$ cat src/rtl/fabric_prog_seq_pkg.sv
// Shared geometry, default pulse timing and sequencer state encoding for the
// fabric island programming sequencer.
package fabric_prog_pkg;

  localparam int N_ROWS = 7;
  localparam int N_COLS = 7;
  localparam int ROW_W  = 3;
  localparam int COL_W  = 3;
  localparam int CNT_W  = 8;

  localparam int DEF_SETUP_CYC   = 4;
  localparam int DEF_PULSE_CYC   = 16;
  localparam int DEF_GAP_CYC     = 8;
  localparam int DEF_RELEASE_CYC = 2;

  typedef enum logic [2:0] {
    ST_IDLE,
    ST_SETUP,
    ST_PULSE,
    ST_GAP,
    ST_RELEASE
  } state_e;

  // Timing counters are loaded with (cycles - 1), so every duration must fit
  // in the counter and be at least one cycle.
  function automatic bit cyc_fits(input int cyc, input int width);
    return (cyc >= 1) && (cyc < (1 << width));
  endfunction

endpackage

$ cat src/rtl/fabric_prog_seq_if.sv
// Command and programming-mux bundle between a command source (master) and the
// sequencer (slave).
interface fabric_prog_seq_if;
  import fabric_prog_pkg::*;

  logic              cmd_valid;
  logic              cmd_ready;
  logic [ROW_W-1:0]  cmd_row;
  logic [COL_W-1:0]  cmd_col;
  logic [CNT_W-1:0]  cmd_npulse;
  logic              abort;
  logic [N_ROWS-1:0] row_sel;
  logic [N_COLS-1:0] col_sel;
  logic              prog_en;
  logic              busy;
  logic              done;
  logic              err;

  modport master (
    output cmd_valid, cmd_row, cmd_col, cmd_npulse, abort,
    input  cmd_ready, row_sel, col_sel, prog_en, busy, done, err
  );

  modport slave (
    input  cmd_valid, cmd_row, cmd_col, cmd_npulse, abort,
    output cmd_ready, row_sel, col_sel, prog_en, busy, done, err
  );

endinterface

$ cat src/rtl/fabric_prog_seq_onehot_dec.sv
// Binary to one-hot decoder, combinational; o_vld flags an index inside 0..N-1,
// out-of-range indices decode to all zeros.
module prog_onehot_dec #(
  parameter int N     = 7,
  parameter int BIN_W = 3
) (
  input  logic [BIN_W-1:0] i_bin,
  output logic [N-1:0]     o_onehot,
  output logic             o_vld
);

  always_comb begin
    o_onehot = '0;
    for (int i = 0; i < N; i++) begin
      o_onehot[i] = (int'(i_bin) == i);
    end
  end

  assign o_vld = (int'(i_bin) < N);

endmodule

$ cat src/rtl/fabric_prog_seq.sv
// Programming sequencer: one command -> selects, pulse train, release; done at
// SETUP+n*PULSE+(n-1)*GAP+RELEASE+1 cycles. cmd_ready only in IDLE, so a held command waits.
module fabric_prog_seq
  import fabric_prog_pkg::*;
#(
  parameter int SETUP_CYC   = DEF_SETUP_CYC,
  parameter int PULSE_CYC   = DEF_PULSE_CYC,
  parameter int GAP_CYC     = DEF_GAP_CYC,
  parameter int RELEASE_CYC = DEF_RELEASE_CYC
) (
  input  logic              clk,
  input  logic              rst_n,
  fabric_prog_seq_if.slave  bus
);

  if (!cyc_fits(SETUP_CYC, CNT_W) || !cyc_fits(PULSE_CYC, CNT_W) ||
      !cyc_fits(GAP_CYC, CNT_W)   || !cyc_fits(RELEASE_CYC, CNT_W)) begin : g_bad_timing
    $error("fabric_prog_seq: timing parameters must lie in 1..2**CNT_W-1");
  end

  localparam logic [CNT_W-1:0] SETUP_LD   = CNT_W'(SETUP_CYC - 1);
  localparam logic [CNT_W-1:0] PULSE_LD   = CNT_W'(PULSE_CYC - 1);
  localparam logic [CNT_W-1:0] GAP_LD     = CNT_W'(GAP_CYC - 1);
  localparam logic [CNT_W-1:0] RELEASE_LD = CNT_W'(RELEASE_CYC - 1);
  localparam logic [CNT_W-1:0] CNT_ONE    = CNT_W'(1);

  state_e            r_state, w_state;
  logic [CNT_W-1:0]  r_cnt, w_cnt;
  logic [CNT_W-1:0]  r_rem, w_rem;
  logic [N_ROWS-1:0] r_row_sel, w_row_sel, w_row_dec;
  logic [N_COLS-1:0] r_col_sel, w_col_sel, w_col_dec;
  logic              r_prog_en, w_prog_en;
  logic              r_busy, w_busy;
  logic              r_done, w_done;
  logic              r_err, w_err;
  logic              w_row_vld, w_col_vld;
  logic              w_to_rel;

  prog_onehot_dec #(.N(N_ROWS), .BIN_W(ROW_W)) u_row_dec (
    .i_bin    (bus.cmd_row),
    .o_onehot (w_row_dec),
    .o_vld    (w_row_vld)
  );

  prog_onehot_dec #(.N(N_COLS), .BIN_W(COL_W)) u_col_dec (
    .i_bin    (bus.cmd_col),
    .o_onehot (w_col_dec),
    .o_vld    (w_col_vld)
  );

  always_comb begin
    w_state   = r_state;
    w_cnt     = r_cnt;
    w_rem     = r_rem;
    w_row_sel = r_row_sel;
    w_col_sel = r_col_sel;
    w_prog_en = r_prog_en;
    w_busy    = r_busy;
    w_done    = 1'b0;
    w_err     = r_err;
    w_to_rel  = 1'b0;

    if (r_state == ST_IDLE) begin
      if (bus.cmd_valid) begin
        if (w_row_vld && w_col_vld) begin
          w_state   = ST_SETUP;
          w_cnt     = SETUP_LD;
          w_rem     = bus.cmd_npulse;
          w_row_sel = w_row_dec;
          w_col_sel = w_col_dec;
          w_busy    = 1'b1;
        end else begin
          // Out-of-range target: swallow the command and flag it.
          w_err  = 1'b1;
          w_done = 1'b1;
        end
      end
    end else if (bus.abort && (r_state != ST_RELEASE)) begin
      w_to_rel = 1'b1;
    end else if (r_cnt != '0) begin
      w_cnt = r_cnt - CNT_ONE;
    end else begin
      case (r_state)
        ST_SETUP: begin
          if (r_rem == '0) begin
            w_to_rel = 1'b1;
          end else begin
            w_state   = ST_PULSE;
            w_cnt     = PULSE_LD;
            w_prog_en = 1'b1;
          end
        end
        ST_PULSE: begin
          w_rem     = r_rem - CNT_ONE;
          w_prog_en = 1'b0;
          if (r_rem == CNT_ONE) begin
            w_to_rel = 1'b1;
          end else begin
            w_state = ST_GAP;
            w_cnt   = GAP_LD;
          end
        end
        ST_GAP: begin
          w_state   = ST_PULSE;
          w_cnt     = PULSE_LD;
          w_prog_en = 1'b1;
        end
        ST_RELEASE: begin
          w_state = ST_IDLE;
          w_busy  = 1'b0;
          w_done  = 1'b1;
        end
        default: begin
          w_state = ST_IDLE;
        end
      endcase
    end

    // Selects and prog_en drop together, so the pulse never outlives its address.
    if (w_to_rel) begin
      w_state   = ST_RELEASE;
      w_cnt     = RELEASE_LD;
      w_row_sel = '0;
      w_col_sel = '0;
      w_prog_en = 1'b0;
    end
  end

  always_ff @(posedge clk) begin
    if (!rst_n) begin
      r_state   <= ST_IDLE;
      r_cnt     <= '0;
      r_rem     <= '0;
      r_row_sel <= '0;
      r_col_sel <= '0;
      r_prog_en <= 1'b0;
      r_busy    <= 1'b0;
      r_done    <= 1'b0;
      r_err     <= 1'b0;
    end else begin
      r_state   <= w_state;
      r_cnt     <= w_cnt;
      r_rem     <= w_rem;
      r_row_sel <= w_row_sel;
      r_col_sel <= w_col_sel;
      r_prog_en <= w_prog_en;
      r_busy    <= w_busy;
      r_done    <= w_done;
      r_err     <= w_err;
    end
  end

  assign bus.cmd_ready = (r_state == ST_IDLE);
  assign bus.row_sel   = r_row_sel;
  assign bus.col_sel   = r_col_sel;
  assign bus.prog_en   = r_prog_en;
  assign bus.busy      = r_busy;
  assign bus.done      = r_done;
  assign bus.err       = r_err;

endmodule

$ cat src/flat_wrapper.sv
// flat-port wrapper written by rule: the top's interface ports become plain ports
module fabric_prog_seq_flat import fabric_prog_pkg::*;
#(
  parameter int SETUP_CYC   = DEF_SETUP_CYC,
  parameter int PULSE_CYC   = DEF_PULSE_CYC,
  parameter int GAP_CYC     = DEF_GAP_CYC,
  parameter int RELEASE_CYC = DEF_RELEASE_CYC
)
  (clk, rst_n, bus_cmd_valid, bus_cmd_row, bus_cmd_col, bus_cmd_npulse, bus_abort, bus_cmd_ready, bus_row_sel, bus_col_sel, bus_prog_en, bus_busy, bus_done, bus_err);
  fabric_prog_seq_if bus_i ();
  input  logic clk;
  input  logic rst_n;
  input wire logic [$bits(bus_i.cmd_valid)-1:0] bus_cmd_valid;
  input wire logic [$bits(bus_i.cmd_row)-1:0] bus_cmd_row;
  input wire logic [$bits(bus_i.cmd_col)-1:0] bus_cmd_col;
  input wire logic [$bits(bus_i.cmd_npulse)-1:0] bus_cmd_npulse;
  input wire logic [$bits(bus_i.abort)-1:0] bus_abort;
  output wire logic [$bits(bus_i.cmd_ready)-1:0] bus_cmd_ready;
  output wire logic [$bits(bus_i.row_sel)-1:0] bus_row_sel;
  output wire logic [$bits(bus_i.col_sel)-1:0] bus_col_sel;
  output wire logic [$bits(bus_i.prog_en)-1:0] bus_prog_en;
  output wire logic [$bits(bus_i.busy)-1:0] bus_busy;
  output wire logic [$bits(bus_i.done)-1:0] bus_done;
  output wire logic [$bits(bus_i.err)-1:0] bus_err;
  assign bus_i.cmd_valid = bus_cmd_valid;
  assign bus_i.cmd_row = bus_cmd_row;
  assign bus_i.cmd_col = bus_cmd_col;
  assign bus_i.cmd_npulse = bus_cmd_npulse;
  assign bus_i.abort = bus_abort;
  assign bus_cmd_ready = bus_i.cmd_ready;
  assign bus_row_sel = bus_i.row_sel;
  assign bus_col_sel = bus_i.col_sel;
  assign bus_prog_en = bus_i.prog_en;
  assign bus_busy = bus_i.busy;
  assign bus_done = bus_i.done;
  assign bus_err = bus_i.err;
  fabric_prog_seq #(.SETUP_CYC(SETUP_CYC), .PULSE_CYC(PULSE_CYC), .GAP_CYC(GAP_CYC), .RELEASE_CYC(RELEASE_CYC)) u_core (.clk(clk), .rst_n(rst_n), .bus(bus_i));
endmodule
$ cat config.mk
export PLATFORM = sky130hd
export DESIGN_NAME = fabric_prog_seq_flat
export DESIGN_NICKNAME = d
export VERILOG_FILES = /design/src/rtl/fabric_prog_seq_pkg.sv /design/src/rtl/fabric_prog_seq_if.sv /design/src/rtl/fabric_prog_seq_onehot_dec.sv /design/src/rtl/fabric_prog_seq.sv /design/src/flat_wrapper.sv
export SDC_FILE = /design/constraint.sdc
export NUM_CORES = 1
export LEC_CHECK = 0
export ABC_AREA = 1
export BUFFER_PORTS_ARGS = -buffer_cell sky130_fd_sc_hd__buf_2
export CAP_MARGIN = 5
export CORE_AREA = 2 2 73 75
export DETAILED_ROUTE_END_ITERATION = 10
export DIE_AREA = 0 0 75 77
export MAX_ROUTING_LAYER = met4
export PLACE_DENSITY = 0.63
export SETUP_SLACK_MARGIN = 0.3
export SYNTH_ARGS = -nofsm -noshare
export SYNTH_HDL_FRONTEND = slang
export SYNTH_SLANG_ARGS = --single-unit
$ cat constraint.sdc
create_clock -name clk -period 3.5 [get_ports clk]
set_input_delay 0.7 -clock clk [delete_from_list [all_inputs] [get_ports clk]]
set_output_delay 0.7 -clock clk [all_outputs]
set_load 0.03 [all_outputs]
=== After elaboration in Yosys (flattened, before gate mapping) ===
Index checks and enable logic that the tools add are counted.

* Bits in latches: 0
* Bits in registers: 37
* Memories: 0
* ROM bits: 0
* Input bits: 18
* Logic and storage cells: 121
* Output and inout bits: 19
* RAM bits: 0

* Shift-type cells: 0
* Magnitude comparators: 2
* Equal/unequal tests: 35
* Bitwise logic cells: 5
* Reductions and logical operators: 22
* Add/subtract/negate cells: 2
* Mux-type cells: 44
* Div/mod/pow operators: 0
* Multipliers: 0

{| class="wikitable"
|+ Operator list
! cell !! count
|-
| $mux 8 || 13
|-
| $eq 3x3->1 const B || 9
|-
| $mux 3 || 8
|-
| $pmux 8 s3 || 1
|-
| $reduce_and 6->1 || 4
|-
| $mux 1 || 19
|-
| $eq 3x2->1 const B || 6
|-
| $ne 4x3->1 const B || 4
|-
| $sub 8x1->8 const B || 2
|-
| $reduce_and 5->1 || 3
|-
| $ne 5x3->1 const B || 2
|-
| $logic_not 3->1 || 3
|-
| $ne 3x2->1 const B || 3
|-
| $ne 3x3->1 const B || 3
|-
| $pmux 3 s3 || 1
|-
| $eq 8x1->1 const B || 1
|-
| $logic_not 8->1 || 1
|-
| $ne 2x2->1 const B || 4
|-
| $reduce_bool 8->1 || 1
|-
| $lt 3x3->1 const B || 2
|-
| $reduce_and 3->1 || 2
|-
| $reduce_bool 6->1 || 1
|-
| $not 1->1 || 5
|-
| $reduce_bool 5->1 || 1
|-
| other kinds (9) || 11
|}

=== Logic depth before layout (Yosys ltp) ===
Gate-level depths: netlist (run 1).

* Depth in word-level cells: 8
* Depth in mapped cells: 12
* Depth with buffers taken out: 11

=== Cells and area by module ===
Synthesis (run 1) repeated with hierarchy kept, for this count alone.

* Cells, all modules: 313
* Area total of the unflattened synthesis: 2,124.5 um^2

{| class="wikitable"
|+ By module, submodules not included
! module !! area each (um^2) !! instances !! cells an instance !! seq. area each (um^2)
|-
| fabric_prog_seq || 2,009.4 || 1 || 283 || 740.7
|-
| prog_onehot_dec || 57.6 || 2 || 15 || 0.0
|}

=== Worst setup path after synthesis (run 1) ===
No wires, ideal clock.

* Kind: reg2out
* From: register u_core.r_state[2]
* To: output bus_cmd_ready
* Required time: 2.800 ns
* Arrival time: 0.970 ns
* Cell stages (with the launch flop): 5
* Setup slack: 1.830 ns
* Path buffers: 1
* Cell sequence: dfxtp_1 -> inv_2 -> nand2_2 -> nor2_4 -> buf_2

* Word-level cells in the longest chain between the ends: 1

{| class="wikitable"
|+ Ends and longest elaborated chain
! what !! line !! RTL
|-
| from (decl) || fabric_prog_seq.sv:27 || <nowiki>state_e r_state, w_state;</nowiki>
|-
| from (signal assigned) || fabric_prog_seq.sv:141 || <nowiki>r_state <= w_state;</nowiki>
|-
| $logic_not 3->1 || fabric_prog_seq.sv:153 || <nowiki>assign bus.cmd_ready = (r_state == ST_IDLE);</nowiki>
|-
| to (decl) || flat_wrapper.sv:18 || <nowiki>output wire logic [$bits(bus_i.cmd_ready)-1:0] bus_cmd_ready;</nowiki>
|}

No other way between the ends.

=== Worst setup path in the final report (run 1) ===
* From: register u_core.r_state[1]
* To: output bus_cmd_ready

The elaborated chain is that of the path after synthesis.

==> summary.txt, run 1 <==
Timing
  • Max Fclk: 472 MHz
  • Final slew viol count: 0
  • Unrepaired setup endpoints after global routing: false
  • Final Worst Setup Slack: 1380 ps
  • Least-Margin Pin Slew: around 420 ps
  • Slew margin rel.: 72.1%
  • Setup Total Neg Slack: 0 ps
  • Minimum clock period: 2120 ps
  • Worst Skew: between 8 and 9 ps
  • Final setup fails: 0
  • Hold Slack: around 460 ps
  • Hold Violations, Final: 0
  • Fin crit share: 60.5%

Global route
  • Total grt overflow: 0
  • Vias in the first global route: a little under 2000
  • First-pass GRT wire length: between 8000 and 9000 microns
  • Initial antenna violation count: 0
  • Gr usage total: 19.7%
  • Largest net degree at the start of global routing: 25

Drt
  • DR pass1 iterations: 5
  • Remaining antenna violation count: 0
  • Vias per cell: 4.89
  • Initial drt markers: 174
  • Vias: 2124
  • Post-Route WL: around 5000 microns
  • Wire per inst: ~12 microns
  • DRC violations left: 0

Power
  • Power per cell area: roughly 970 nW/um^2
  • Internal power: 1.19 mW
  • Lkg Pwr: roughly 1.2 nW
  • Clock share of power: 15.8%
  • Comb power frac: 58.9%
  • Sw frac: 50.7%
  • Sequential Power Share: 25.2%
  • Sw Pwr: between 1 and 1.5 mW
  • Maximum vdd drop: 0.728 mV

Clock network
  • Htree depth: 2
  • Hold_buf cts: 0
  • Resized cells post-CTS: 0
  • Post-CTS Setup Inserts: 0
  • Clock root cell: clkbuf_8
  • CTS Buf Count: 5
  • CTS clock-pin slew for the worst setup and hold paths: 70 ps
  • Clk buf depth: 2
  • CTS tree: built
  • CTS Sinks: 37
  • Worst skew pair latency: between 200 and 300 ps

Place
  • Placement Setup Slack: 1400 ps
  • PortBufs: 36
  • DPL Wire Length: 3730 microns
  • RD Place Congestion: 0.900

Hold path
  • Hold Crit Depth: 2
  • Hold WC Path Type: reg2reg

Synth
  • Syn_area_per_cell: between 6 and 7 sq um
  • Seq/Total Area, Yosys: 34.4%
  • Post-synth top area share: around a third
  • Cell Area, Synth: 2160 sq um
  • Leading cell types by total area after synthesis: dfxtp_1 (34%), nand2_1 (13%), a21oi_1 (6.5%), inv_1 (6.4%), nor2_1 (6.4%)
  • Synth cell types: 26
  • Synth area leader: dfxtp_1
  • Ys Warns: 0
  • Syn Nets: 349
  • Yosys reg bits: 37
  • Synth Instances: 326

Worst setup path
  • Critical path launch point type: register
  • Worst reg2reg path depth: 11
  • Worst-path fanout max: 18
  • Crit Path Category: reg2out
  • Arr. time, crit path: 1420 ps
  • Required time of the critical path: between 2000 and 3000 ps
  • Critical path endpoint category: output pin

Final layout
  • Ant diodes: 0
  • Share of cells above drive strength 1: 19.5%
  • Final #Nets: 386
  • Commonest non-fill, non-tap cell in the layout: nand2_1
  • Most frequent cells in the layout: nand2_1 (77), inv_1 (37), nor2_1 (37), dfxtp_1 (37), buf_2 (36)
  • Area Growth Syn to Fin: 15.8%

Floorplanning
  • Core area: roughly 5000 sq um
  • I/O pins: 37
  • Die ar.: 5780 sq um
  • Std cell rows: 26
  • Initial Utilization: 43.3%
  • Die span in x: 75 microns
  • Die Y: slightly below 80 microns

Job
  • Number of max-cap violations: 0

Outcome
  • Status: completed
-- power groups by stage --
stage                     logic, mW  clock network, mW  registers, mW
after floorplan                1.12                  0          0.637
after global placement         1.41                  0          0.618
after detailed placement       1.42                  0          0.618
after CTS                      1.43              0.394          0.610
after global routing           1.62              0.420          0.624
final                          1.43              0.383          0.611
-- metal layers --
| metal | global-route usage (%) | routed length, microns | part of all wire [%] | vias up |
|---|---|---|---|---|
| li1 | - | - | - | 1132 |
| met1 | 28.8 | 2520 | 49 | 927 |
| met2 | 27.3 | 2240 | 44 | 60 |
| met3 | 4.86 | 305 | 6.0 | 5 |
| met4 | 4.29 | 48 | 0.94 | 0 |
| met5 | - | 0 | 0 | - |
-- worst max-delay path, stage by stage, from the launching register on --
cell and delay (ps):
dfxtp_1 340, inv_1 130, nand2_2 90, nor2_4 90, buf_4 240, buf_2 240
-- final cells by class --
class                      instances  area, sq um
multi-input combinational        240         1210
inverter                          42          158
fill                             503         2480
sequential                        37          741
timing repair buffer              37          188
clock inverter                     1         30.0
clock buffer                       7         86.3
tap                               70         87.6
-- metrics by stage --
stage	utilization (%)	power (mW)	std cells	cell area, sq um
2_1_floorplan	-	1.76	326	2160
3_3_place_gp	47.8	2.03	426	2380
3_5_place_dp	47.8	2.04	426	2380
4_1_cts	50.2	2.43	434	2500
5_1_grt	50.2	2.66	434	2500
6_report	50.2	2.42	434	2500
-- flip-flops by register name (all words and copies together), names as in the netlist, 3 cells and up --
name / count
u_core.r_cnt: 8
u_core.bus.row_sel: 7
u_core.r_rem: 8
u_core.r_state: 3
u_core.bus.col_sel: 7
-- synthesized netlist by cell type (all sizes together) --
cell	count
a21oi	32
buf	6
clkbuf	1
clkinv	1
dfxtp	37
ha	5
inv	41
nand2	86
nand3	31
nand4	19
nor2	43
nor3	3
o21ai	17
o22ai	1
xnor2	2
xor2	1
-- cell families (layout without fill, tap and decap cells) --
| family | after synthesis | after routing | synth area share [%] |
|---|---|---|---|
| flops | 37 | 37 | 34.4 |
| compound gates | 50 | 50 | 12.4 |
| buf+inv | 49 | 87 | 9.69 |
| xor+xnor | 3 | 3 | 1.22 |
| fa+ha+maj | 5 | 5 | 2.90 |
| simple gates | 182 | 182 | 39.5 |
-- worst paths after layout --
kind	endpoint	slack, ps	from
worst max-delay path	bus_cmd_ready	1380	u_core.r_state[1]
worst min-delay path	u_core.bus.prog_en	460	u_core.bus.prog_en
worst max register to register	u_core.r_rem[3]	1500	u_core.r_cnt[0]
worst min register to register	u_core.bus.prog_en	460	u_core.bus.prog_en
(Power assumes the default switching activity.)
==> run 2, diff against run 1 <==
Settings changed: ABC_AREA 1 to 0, CORE_AREA 2 2 73 75 to 2 2 71 73, DIE_AREA 0 0 75 77 to 0 0 73 75, PLACE_DENSITY 0.63 to 0.67.
Clock period 3.5 ns to 1.9 ns, I/O delays scaled along.
==> run 2 against run 1 <==
Net effect:
- sequential cell count stayed put
- routed wire length grew 30%
- final cell count is 12% lower
- critical path depth stayed put
- register-to-register slack got worse by 1500 ps
==> summary.txt, run 2 <==
Final layout
  • Area Growth Syn to Fin: 56.0%
  • Final #Nets: 349
  • Final design utilization: 68.9%
  • Final instance area: 3210 sq um
  • Share of cells above drive strength 1: around half
  • Top Registers: u_core.r_cnt (8), u_core.r_rem (8)
  • Ant diodes: 0
  • Commonest non-fill, non-tap cell in the layout: buf_4
  • Most frequent cells in the layout: buf_4 (36), buf_2 (35), nand2_1 (29)

Global route
  • Gr usage total: 23.4%
  • Total grt overflow: 0
  • First-pass GRT wire length: 9710 microns
  • Initial antenna violation count: 0
  • Largest net degree at the start of global routing: 26
  • Vias in the first global route: between 2000 and 2500

Synth
  • Syn Nets: between 200 and 300
  • Syn_area_per_cell: 8.33 sq um
  • Seq/Total Area, Yosys: 36.0%
  • Ys Warns: 0
  • Synth Instances: 247
  • Leading cell types by total area after synthesis: dfxtp_1 (36%), a21oi_1 (7.3%), nand2_1 (6.0%), nor2_1 (3.3%), ha_1 (3.0%)
  • Post-synth top area share: between 30% and 40%
  • Synth cell types: 62
  • Synth Flop Type: dfxtp_1
  • Cell Area, Synth: 2060 sq um
  • Synth area leader: dfxtp_1
  • Post-synth EDFFs: 0
  • Post-synthesis async set-or-reset flop share: 0%
  • Most common cell in the netlist: dfxtp_1
  • Yosys reg bits: 37
  • Commonest cells in the netlist: dfxtp_1 (37), nand2_1 (33), a21oi_1 (30)

Timing
  • Final slew viol count: 0
  • Max Fclk: 538 MHz
  • Final setup fails: 0
  • Hold Slack: 408 ps
  • Hold Violations, Final: 0
  • Minimum clock period: between 1500 and 2000 ps
  • Final Worst Setup Slack: around 40 ps
  • Least-Margin Pin Slew: 530 ps
  • Unrepaired setup endpoints after global routing: true
  • Fin crit share: between 90% and 100%
  • Slew margin rel.: 64.4%
  • Worst Skew: 11.9 ps

Worst setup path
  • FF-to-FF setup slack: 40 ps
  • R2R Path Start: u_core.r_rem[3]
  • Critical path endpoint category: register
  • Worst-path cell chain: or3_4 > a211o_4 > a21o_1 > and3_4 > a32o_1
  • CP max stage delay: 410 ps
  • Worst reg2reg path depth: 5
  • R2R Path End: u_core.r_cnt[3]
  • Slowest cell on crit path: or3_4
  • Required time of the critical path: 2080 ps
  • Arr. time, crit path: 2040 ps
  • Critical path launch point type: register
  • Crit Path Category: reg2reg
  • Worst-path fanout max: 5

Drt
  • Vias per cell: 6.08
  • Post-Route WL: about 6700 microns
  • DRC violations left: 0
  • Initial drt markers: between 200 and 250
  • Wire per inst: 17.5 microns
  • Remaining antenna violation count: 0
  • DR pass1 iterations: 6
  • Vias: around 2300

Clock network
  • CTS tree: built
  • CTS clock-pin slew for the worst setup and hold paths: 90 ps
  • Clock root cell: clkbuf_8
  • Htree depth: 2
  • Clk buf depth: 2
  • CTS Sinks: 37
  • Worst skew pair latency: 290 ps
  • Hold_buf cts: 0
  • CTS Buf Count: 5

Power
  • Power per cell area: 1980 nW/um^2
  • Maximum vdd drop: 0.813 mV
  • Lkg Pwr: between 1 and 1.5 nW

Hold path
  • Min-Delay Endpoint: u_core.r_rem[2]
  • Hold WC Path Type: in2reg
  • Hold Crit Depth: 3
  • Hold wc startpoint: bus_cmd_npulse[2]

Floorplanning
  • Initial Utilization: around 44%
  • Die ar.: roughly 5500 sq um
  • Die span in x: 73 microns
  • Std cell rows: 25
  • I/O pins: 37
  • Core area: approximately 4700 sq um
  • Die Y: ~75 microns

Place
  • RD Place Congestion: 0.891
  • Post-place instance area: 2420 sq um
  • Placement Setup Slack: 47.2 ps
  • DPL Wire Length: 3720 microns
  • PortBufs: 36

Outcome
  • Status: completed

Job
  • Number of max-cap violations: 0
==> run 2: cell count changes in the layout (fill, tap and decap cells not counted), moves of 7 or more <==
| cell | before | now |
|---|---|---|
| buf_4 | 1 | 36 |
| nor2_1 | 37 | 17 |
| nand2_1 | 77 | 29 |
| inv_1 | 37 | 2 |
| o21ai_0 | 15 | 2 |
| dfxtp_1 | 37 | 27 |
| buf_6 | 0 | 15 |
| nand4_1 | 19 | 0 |
| dfxtp_2 | 0 | 7 |
| nand3_1 | 27 | 1 |
==> run 2: layout make-up <==
cell class	count	area, sq um
clock buffer	5	68.8
clock inverter	3	65.1
sequential	37	761
multi-input combinational	186	1540
tap	54	67.6
fill	336	1450
timing repair buffer	89	674
inverter	7	38.8
==> run 2: routing by layer <==
layer	routed length, microns	global-route usage (%)
met1	2840	29.7
met2	3260	37.5
met3	491	5.35
met4	82	6.38
met5	0	-
==> run 2: kinds of logic after synthesis <==
group / Yosys count / synth area share (%)
and+or+nand+nor: 106 / 29.8
AOI/OAI and AO/OA: 73 / 24.1
DFF: 37 / 36.0
buffers and inverters: 24 / 6.20
adders and majority gates: 5 / 3.04
xor gates and xnor gates: 1 / 0.426
muxes: 1 / 0.486
==> run 2: power breakdown <==
part | internal (mW) | switching (mW)
combinational | 2.05 | 2.27
sequential | 0.996 | 0.219
clock | 0.522 | 0.303
==> run 2: worst max-delay path by stage <==
| stage | start | end | depth (start not counted) |
|---|---|---|---|
| global placement | u_core.r_cnt[0] | u_core.r_state[1] | 8 |
| global route | u_core.r_rem[3] | u_core.r_cnt[3] | 5 |
| detailed placement | u_core.r_rem[7] | u_core.r_cnt[7] | 5 |
| finish | u_core.r_rem[3] | u_core.r_cnt[3] | 5 |
| CTS | u_core.r_state[1] | bus_cmd_ready | 4 |
| floorplan | u_core.r_rem[7] | u_core.bus.col_sel[0] | 6 |
==> run 2: what timing repair did <==
action | CTS | global route
resized for setup | 42 | 52
setup buffers | 17 | 13
gates cloned | 0 | 2
pin swaps | 16 | 22
endpoints found under the setup margin | 36 | 36
==> run 2: per-stage QoR <==
| step | TNS (ps) | power [mW] | cells |
|---|---|---|---|
| 6_report | 0 | 6.36 | 381 |
| 2_1_floorplan | 0 | 3.15 | 247 |
| 4_1_cts | 0 | 5.48 | 366 |
| 3_3_place_gp | 0 | 3.86 | 341 |
| 5_1_grt | -11.0 | 6.70 | 381 |
| 3_5_place_dp | 0 | 3.89 | 341 |
==> run 2: critical path, delay by kind of cell (launching register included) <==
family / cells / cell delay, ps
compound gates: 3 / 780
simple gates: 2 / 590
flops: 1 / 370
